[src/rtl/seg7_pkg.sv]
// Shared types and constants for the seg7_scan display driver.
// Segment patterns are {g,f,e,d,c,b,a}, active-high, for a common-cathode display.
package seg7_pkg;

  typedef enum logic {
    BLANK = 1'b0,
    SHOW  = 1'b1
  } state_e;

  localparam logic [6:0] SEG_LUT [16] = '{
    7'h3F, 7'h06, 7'h5B, 7'h4F, 7'h66, 7'h6D, 7'h7D, 7'h07,
    7'h7F, 7'h6F, 7'h77, 7'h7C, 7'h39, 7'h5E, 7'h79, 7'h71
  };

  localparam logic DP_OFF = 1'b0;

endpackage

[src/rtl/seg7_scan_hex2seg.sv]
// Combinational hex nibble to seven-segment pattern lookup.
module hex2seg
  import seg7_pkg::*;
(
  input  logic [3:0] nib_i,
  output logic [6:0] seg_o
);

  assign seg_o = SEG_LUT[nib_i];

endmodule

[src/rtl/seg7_scan.sv]
// Multiplexed seven-segment scanner: BLANK/SHOW slot per digit, value latched per frame.
// Optional SEG7_LEADING_ZERO_BLANK_EN suppresses segments of leading-zero digits above digit 0.
module seg7_scan
  import seg7_pkg::*;
#(
  parameter int CLK_mhz   = 50,
  parameter int DIGITS    = 4,
  parameter int SCAN_hz   = 1000,
  parameter int BLANK_CYC = 16
) (
  input  logic                  clk,
  input  logic                  rst_n,
  input  logic [4*DIGITS-1:0]   data,
  input  logic                  data_vld,
  output logic [7:0]            seg,
  output logic [DIGITS-1:0]     dig_en,
  output logic                  frame
);

  localparam int TICK = CLK_mhz * 1000 * 1000 / SCAN_hz;
  localparam int PW   = (TICK > 1) ? $clog2(TICK) : 1;
  localparam int IW   = (DIGITS > 1) ? $clog2(DIGITS) : 1;
  localparam int DW   = 4 * DIGITS;

  localparam logic [PW-1:0] BLANK_LAST = PW'(BLANK_CYC - 1);
  localparam logic [PW-1:0] TICK_LAST  = PW'(TICK - 1);
  localparam logic [IW-1:0] IDX_LAST   = IW'(DIGITS - 1);

  if (BLANK_CYC < 1 || BLANK_CYC >= TICK) begin : g_bad_blank
    $error("seg7_scan: BLANK_CYC must satisfy 1 <= BLANK_CYC < TICK");
  end

  state_e            state_q, state_d;
  logic [PW-1:0]     presc_q, presc_d;
  logic [IW-1:0]     idx_q, idx_d;
  logic [DW-1:0]     pending_q, pending_d;
  logic [DW-1:0]     shown_q, shown_d;
  logic [7:0]        seg_q, seg_d;
  logic [DIGITS-1:0] dig_en_q, dig_en_d;
  logic              frame_q, frame_d;
  logic [3:0]        nib;
  logic [6:0]        seg7;
  logic              lz_blank;

  always_ff @(posedge clk) begin
    if (!rst_n) begin
      state_q   <= BLANK;
      presc_q   <= '0;
      idx_q     <= '0;
      pending_q <= '0;
      shown_q   <= '0;
      seg_q     <= '0;
      dig_en_q  <= '0;
      frame_q   <= 1'b0;
    end else begin
      state_q   <= state_d;
      presc_q   <= presc_d;
      idx_q     <= idx_d;
      pending_q <= pending_d;
      shown_q   <= shown_d;
      seg_q     <= seg_d;
      dig_en_q  <= dig_en_d;
      frame_q   <= frame_d;
    end
  end

  // Prescaler runs through the whole slot; the state only marks where blanking ends.
  always_comb begin
    state_d   = state_q;
    presc_d   = presc_q;
    idx_d     = idx_q;
    pending_d = data_vld ? data : pending_q;
    shown_d   = shown_q;
    frame_d   = 1'b0;
    case (state_q)
      BLANK: begin
        presc_d = presc_q + PW'(1);
        if (presc_q == BLANK_LAST) state_d = SHOW;
      end
      SHOW: begin
        if (presc_q == TICK_LAST) begin
          presc_d = '0;
          state_d = BLANK;
          if (idx_q == IDX_LAST) begin
            idx_d   = '0;
            frame_d = 1'b1;
            shown_d = data_vld ? data : pending_q;
          end else begin
            idx_d = idx_q + IW'(1);
          end
        end else begin
          presc_d = presc_q + PW'(1);
        end
      end
      default: begin
        state_d = BLANK;
        presc_d = '0;
        idx_d   = '0;
      end
    endcase
  end

  // Outputs are registered from next-state values so they line up with the state they describe.
  assign nib = shown_d[4*idx_d +: 4];

  hex2seg u_hex2seg (
    .nib_i (nib),
    .seg_o (seg7)
  );

`ifdef SEG7_LEADING_ZERO_BLANK_EN
  localparam logic [DIGITS-1:0] BLANK_RST = ~DIGITS'(1);

  logic [DIGITS-1:0] blank_q, blank_d;

  always_ff @(posedge clk) begin
    if (!rst_n) blank_q <= BLANK_RST;
    else        blank_q <= blank_d;
  end

  always_comb begin
    blank_d = blank_q;
    if (frame_d) begin
      blank_d[0] = 1'b0;
      for (int k = 1; k < DIGITS; k++) begin
        blank_d[k] = ((shown_d >> (4 * k)) == '0);
      end
    end
  end

  assign lz_blank = blank_q[idx_d];
`else
  assign lz_blank = 1'b0;
`endif

  always_comb begin
    seg_d    = '0;
    dig_en_d = '0;
    if (state_d == SHOW) begin
      dig_en_d = DIGITS'(1) << idx_d;
      if (!lz_blank) seg_d = {DP_OFF, seg7};
    end
  end

  assign seg    = seg_q;
  assign dig_en = dig_en_q;
  assign frame  = frame_q;

endmodule

[config.mk]
export PLATFORM = sky130hd
export DESIGN_NAME = seg7_scan
export DESIGN_NICKNAME = d
export VERILOG_FILES = /design/src/rtl/seg7_pkg.sv /design/src/rtl/seg7_scan_hex2seg.sv /design/src/rtl/seg7_scan.sv
export SDC_FILE = /design/constraint.sdc
export NUM_CORES = 1
export LEC_CHECK = 0
export BUFFER_PORTS_ARGS = -buffer_cell sky130_fd_sc_hd__buf_2
export CAP_MARGIN = 10
export CORE_ASPECT_RATIO = 0.8
export CORE_MARGIN = 3
export CORE_UTILIZATION = 39
export DETAILED_ROUTE_END_ITERATION = 16
export SYNTH_ARGS = -nofsm -noshare
export SYNTH_HDL_FRONTEND = slang
export SYNTH_SLANG_ARGS = --single-unit
[constraint.sdc]
create_clock -name clk -period 3.4 [get_ports clk]
set_clock_uncertainty 0.15 [all_clocks]
set_input_delay 0.68 -clock clk [delete_from_list [all_inputs] [get_ports clk]]
set_output_delay 0.68 -clock clk [all_outputs]
set_load 0.05 [all_outputs]
# Word-level counts from Yosys, hierarchy flattened
# Memory sizes are Yosys's and may differ from the RTL's. A register that Yosys moved wholly into a read port is not among the register bits.
# Cells that the tools add are included.
[classes]
n_eq_ne = 3
shift = 2
reduce_logical = 3
n_addsub = 2
muxes = 13
bitwise_logic = 2
[op_table]
columns = ["operator", "count"]
rows = [
  ["two-way mux 16 bit", 5],
  ["case mux 16 bit (2 select lines)", 1],
  ["adder 16 x 1 -> 16 bit, second input constant", 1],
  ["equality test 16 bit, second input constant", 1],
  ["equality test 16 x 4 -> 1 bit, second input constant", 1],
  ["variable part select 16 x 5 -> 4 bit", 1],
  ["two-way mux 2 bit", 3],
  ["inverter 4 -> 5 bit", 1],
  ["<< shifter 1 x 2 -> 4 bit, first input constant", 1],
  ["two-way mux 1 bit", 3],
  ["AND reduction 3 bit", 1],
  ["adder 2 x 1 -> 2 bit, second input constant", 1],
  ["equality test 2 bit, second input constant", 1],
  ["case mux 1 bit (2 select lines)", 1],
  ["AND reduction 2 bit", 1],
  ["logical NOT 1 bit", 1],
  ["inverter 1 bit", 1],
]
[word_totals]
elab_cells = 34
regBits = 57
mem_count = 1
mem_bits_ro = 112
[memory_table]
columns = ["name", "words", "word_bits", "rd", "rd_clocked_by_memory_dff", "write_ports", "line_no", "source"]
rows = [
  ["(name not given)", 16, 7, 1, 1, 0, "seg7_scan_hex2seg.sv:9", "assign seg_o = SEG_LUT[nib_i];"],
]

# Logic depth before layout (Yosys ltp)
[logic_depth]
depth_word = 6
depth_mapped = 15
ltp_nobuf = 12

# Cells and area by module
# Synthesis repeated with hierarchy kept, for this count alone.
[hier_totals]
cells_unflattened = 269
hier_area_um2 = 2821.5
[modules_own_cells]
columns = ["mod", "seq_area_each_um2", "instances", "area_per_inst_um2", "cells_each"]
rows = [
  ["seg7_scan", 1261.2, 1, 2527.4, 236],
  ["hex2seg", 0.0, 1, 294.0, 33],
]

# Worst setup path before layout
# OpenSTA, ideal clock, no wires.
[synth_timing]
path_type = "input -> register"
start = "input data_vld"
end = "register seg_q[1] (netlist: seg[1])"
cell_stages = 10
t_arrival_ps = 3072
setup_time_ps = 95
path_buffers = 2
slack_ps = 83
cell_sequence = "clkbuf_1 -> buf_1 -> mux2_2 -> mux2i_1 -> mux2i_1 -> mux2_2 -> inv_1 -> ha_1 -> mux2_1 -> a221oi_1"
[synth_between]
elab_chain_len = 6
[synth_lines]
columns = ["element", "line_no", "source"]
rows = [
  ["start: declaration", "seg7_scan.sv:14", "input logic data_vld,"],
  ["two-way mux 16 bit", "seg7_scan.sv:87", "shown_d = data_vld ? data : pending_q;"],
  ["two-way mux 16 bit", "seg7_scan.sv:84", "if (idx_q == IDX_LAST) begin"],
  ["two-way mux 16 bit", "seg7_scan.sv:81", "if (presc_q == TICK_LAST) begin"],
  ["two-way mux 16 bit", "seg7_scan.sv:75", "case (state_q)"],
  ["variable part select 16 x 5 -> 4 bit", "seg7_scan.sv:104", "assign nib = shown_d[4*idx_d +: 4];"],
  ["inverter 4 -> 5 bit (not written as such)", "seg7_scan_hex2seg.sv:9", ""],
  ["end: declaration", "seg7_scan.sv:38", "logic [7:0] seg_q, seg_d;"],
]
# Every way passes these cells.
# A chain may end at the register's enable or synchronous reset.

# Final worst setup path
[layout_timing]
start = "register presc_q[0]"
end = "register seg_q[1] (netlist: seg[1])"
[layout_between]
elab_chain_len = 5
word_cells_on_any_way = 13
[layout_lines]
columns = ["element", "line_no", "source"]
rows = [
  ["start: declaration", "seg7_scan.sv:34", "logic [PW-1:0] presc_q, presc_d;"],
  ["start signal: assignment", "seg7_scan.sv:57", "presc_q <= presc_d;"],
  ["equality test 16 bit or equality test 16 x 4 -> 1 bit (tied branches)", "seg7_scan.sv:81, seg7_scan.sv:78", ""],
  ["two-way mux 16 bit, or another cell as far along", "seg7_scan.sv:81", ""],
  ["two-way mux 16 bit, or another cell as far along", "seg7_scan.sv:75", ""],
  ["variable part select 16 x 5 -> 4 bit or AND reduction 2 bit (tied branches)", "--", ""],
  ["inverter 4 -> 5 bit (not written as such) or logical NOT 1 bit (tied branches)", "--", ""],
]
# Parallel ways exist; a longest one is shown, timed or not.

==> flow_metrics.env <==
export IMPL_switching_power_w=0.0003054
export IMPL_finalHoldViolCount=0
export IMPL_syn_instance_count=273
export IMPL_sequential_element_share_of_the_synthesized_area_pct=44.15
export IMPL_cp_end_kind="flop"
export IMPL_nets=334
export IMPL_worstSetupStartpointType="flop"
export IMPL_timing_critical_path_arrival_ns=3.28
export IMPL_crit_reg2reg_capture="seg[1]$_SDFF_PP0_"
export IMPL_yosys_register_bits=63
export IMPL_criticalPathCategory="flop to flop"
export IMPL_synthDominantCellAreaShare_pct=44.15
export IMPL_power_leakage_nw=1.375
export IMPL_htree_levels=3
export IMPL_synth_most_common_cell="sky130_fd_sc_hd__dfxtp_1"
export IMPL_post_cts_hold_buffer_count=0
export IMPL_post_synth_main_area_contributors="sky130_fd_sc_hd__dfxtp_1, sky130_fd_sc_hd__mux2i_1, sky130_fd_sc_hd__mux2_2"
export IMPL_clock_power_share_pct=42.5
export IMPL_max_slew_violations=0
export IMPL_detail_route_wirelength_um=5068
export IMPL_first_global_vias=1802
export IMPL_number_of_synthesized_flops_with_an_enable_pin=0
export IMPL_finalSetupViolations=0
export IMPL_worst_hold_startpoint="presc_q[0]$_SDFF_PN0_"
export IMPL_die_width_um=101.7
export IMPL_asyncSetResetFlopFracSynth_pct=0
export IMPL_final_antenna_net_count=0
export IMPL_clk_root_buffer_cell="sky130_fd_sc_hd__clkbuf_8"
export IMPL_detailed_place_hpwl_um=3581
export IMPL_number_of_antenna_violations_at_the_first_check_in_global_routing=0
export IMPL_wire_length_of_the_first_global_routing_pass_um=8480
export IMPL_cts_reportedPaths_clkPinSlew_ns=0.06
export IMPL_cts_sinks=63
export IMPL_drt_first_pass_iters=4
export IMPL_vdd_ir_drop_worst_mv=0.2701
export IMPL_fillerInstances=675
export IMPL_drt_first_iter_violations=45
export IMPL_routed_via_density=4.804
export IMPL_clock_latency_ns=0.34
export IMPL_most_used_flip_flop_cell_after_synthesis="sky130_fd_sc_hd__dfxtp_1"
export IMPL_top_post_synthesis_cells_by_count="sky130_fd_sc_hd__dfxtp_1, sky130_fd_sc_hd__mux2i_1, sky130_fd_sc_hd__nor2_1"
export IMPL_ioPinCount=32
export IMPL_std_cell_rows=27
export IMPL_port_buffer_count=30
export IMPL_outcome="complete, no violations"
export IMPL_synth_area_leader_cell="sky130_fd_sc_hd__dfxtp_1"
export IMPL_post_dp_cell_area_um2=3088
export IMPL_synth_area_per_cell_um2=10.46
export IMPL_maxCapViolations=0
export IMPL_cts_inserted_buffers=9
export IMPL_final_layout_setup_total_negative_slack_ns=0
export IMPL_synth_net_count=301
export IMPL_final_cell_area_um2=3313
export IMPL_hold_depth=1
export IMPL_r2r_setup_slack_ns=0.20
export IMPL_layout_area_overhead_vs_synth_pct=15.99
export IMPL_cts_tree="done"
export IMPL_share_seq_of_total_power_pct=53.1
export IMPL_slew_of_the_pin_with_the_lowest_slew_margin_ns=1.102
export IMPL_timing_slew_headroom_pct=26.23
export IMPL_core_area_um2=6993
export IMPL_hold_path_end="presc_q[0]$_SDFF_PN0_"
export IMPL_period_minus_slack_ns=3.203
export IMPL_path_max_fanout=17
export IMPL_routedWlPerCell_um=12.77
export IMPL_worst_min_delay_path_class="flop to flop"
export IMPL_grt_setup_unrepaired="yes"
export IMPL_worstReg2RegStart="presc_q[0]$_SDFF_PN0_"
export IMPL_yosysWarnings=0
export IMPL_clockBufferDepth=2
export IMPL_power_density_nw_per_um2=429.5
export IMPL_combPwrFrac_pct=4.4
export IMPL_worst_r2r_path_depth=12
export IMPL_yosysUniqueCellTypes=44
export IMPL_final_layout_size_suffix_gt1_share_pct=28.39
export IMPL_syn_area_um2=2856
export IMPL_largest_net_degree_at_the_start_of_global_routing=38
export IMPL_drc=0
export IMPL_finalWeightedCongestion=0.7702
export IMPL_num_antenna_cells=0
export IMPL_grt_util_all_layers_pct=13.26
export IMPL_layout_worst_path_cycle_share_pct=94.19
export IMPL_globalRoute_totalOverflow=0
export IMPL_die_h_um=82.55
export IMPL_initial_core_util_pct=40.85
export IMPL_dr_total_vias=1907
export IMPL_max_clock_freq_ghz=0.3122
export IMPL_required_time_at_the_endpoint_of_the_critical_path_ns=3.47
export IMPL_power_switching_fraction_pct=21.46
export IMPL_floorplan_die_area_um2=8394
export IMPL_internal_power_w=0.001118
export IMPL_fin_hold_ws_ns=0.2944
-- power by group through the flow --
| stage | registers [W] | clock network [W] | logic, W |
|---|---|---|---|
| 3_5_place_dp | 0.000773 | 0 | 0.0000625 |
| 2_1_floorplan | 0.000772 | 0 | 0.0000441 |
| 5_1_grt | 0.000757 | 0.000657 | 0.0000699 |
| 6_report | 0.000756 | 0.000605 | 0.0000622 |
| 3_3_place_gp | 0.000772 | 0 | 0.0000622 |
| 4_1_cts | 0.000756 | 0.000626 | 0.0000625 |
-- worst max-delay path by stage --
stage	startpoint	to
after floorplan	data_vld	seg[1]$_SDFF_PP0_
after global routing	presc_q[0]$_SDFF_PN0_	seg[6]$_SDFF_PP0_
after CTS	presc_q[0]$_SDFF_PN0_	seg[1]$_SDFF_PP0_
after detailed placement	presc_q[0]$_SDFF_PN0_	seg[6]$_SDFF_PP0_
final	presc_q[0]$_SDFF_PN0_	seg[1]$_SDFF_PP0_
after global placement	presc_q[0]$_SDFF_PN0_	seg[1]$_SDFF_PP0_
-- cell families after synthesis --
group                    share of synthesized area (%)
buffers and inverters                            3.898
AND/OR/NAND/NOR                                  19.49
XOR/XNOR                                         4.599
multiplexers                                     19.23
AO/OA/AOI/OAI                                    4.556
adder cells (fa/ha/maj)                          3.942
other                                           0.1313
flip-flops                                       44.15
-- area by class of cell --
cell class	count	area (µm²)	area share, %
multi-input cells	188	1521	45.92
repair buffers	37	215.2	6.495
well taps	87	108.9	3.285
flip-flops and latches	63	1262	38.10
inverters	7	26.28	0.7931
clock buffers	11	131.4	3.965
clock inverters	4	47.55	1.435
-- critical path, stage by stage, from the launching register on --
cell,delay [ns]
sky130_fd_sc_hd__dfxtp_1,0.35
sky130_fd_sc_hd__ha_1,0.19
sky130_fd_sc_hd__and3_2,0.24
sky130_fd_sc_hd__and3_4,0.24
sky130_fd_sc_hd__and2_4,0.16
sky130_fd_sc_hd__buf_12,0.17
sky130_fd_sc_hd__mux2i_2,0.25
sky130_fd_sc_hd__mux2i_1,0.11
sky130_fd_sc_hd__mux2_2,0.33
sky130_fd_sc_hd__inv_2,0.10
sky130_fd_sc_hd__ha_1,0.24
sky130_fd_sc_hd__mux2_1,0.29
sky130_fd_sc_hd__a221oi_1,0.26
-- registers in the layout, indices dropped and copies added, names as in the netlist --
name,count
pending_q,16
frame,1
dig_en,4
seg,7
state_q,1
shown_q,16
idx_q,2
presc_q,16
-- per-layer routing --
layer | routed length (µm) | global-route usage (%)
met1 | 2610 | 17.03
met2 | 2169 | 19.78
met3 | 195 | 5.038
met4 | 92 | 5.976
met5 | 0 | 0
-- metrics by stage --
step	setup slack (ns)	power [W]	utilization, %	std cells
2_1_floorplan	0.08252	0.0008158	-	273
3_3_place_gp	0.1226	0.0008344	44.16	381
3_5_place_dp	0.03614	0.0008352	44.16	381
4_1_cts	0.01244	0.001444	46.72	396
5_1_grt	-0.02195	0.001483	47.38	397
6_report	0.1974	0.001423	47.38	397
-- cell usage in the layout, fill, tap and decap left out, types with 3 or more instances in the layout --
cell and n:
sky130_fd_sc_hd__dfxtp_1 62, sky130_fd_sc_hd__mux2i_2 4, sky130_fd_sc_hd__buf_2 30, sky130_fd_sc_hd__ha_1 9, sky130_fd_sc_hd__xor2_1 8, sky130_fd_sc_hd__nor3_1 7, sky130_fd_sc_hd__and3_1 8, sky130_fd_sc_hd__nand3_1 8
sky130_fd_sc_hd__buf_4 6, sky130_fd_sc_hd__mux2i_4 3, sky130_fd_sc_hd__clkbuf_8 9, sky130_fd_sc_hd__mux2_2 17, sky130_fd_sc_hd__and2_1 19, sky130_fd_sc_hd__nor2_1 21, sky130_fd_sc_hd__nand2_1 6, sky130_fd_sc_hd__inv_1 6
sky130_fd_sc_hd__nor2b_1 17, sky130_fd_sc_hd__mux2i_1 21, sky130_fd_sc_hd__xnor2_1 7
-- timing repair --
| item | CTS | global route |
|---|---|---|
| buffers inserted | 0 | 1 |
| gates resized for setup | 0 | 11 |
| endpoints found under the setup margin | 0 | 6 |
Note: power is estimated with default switching activity, not from simulation.
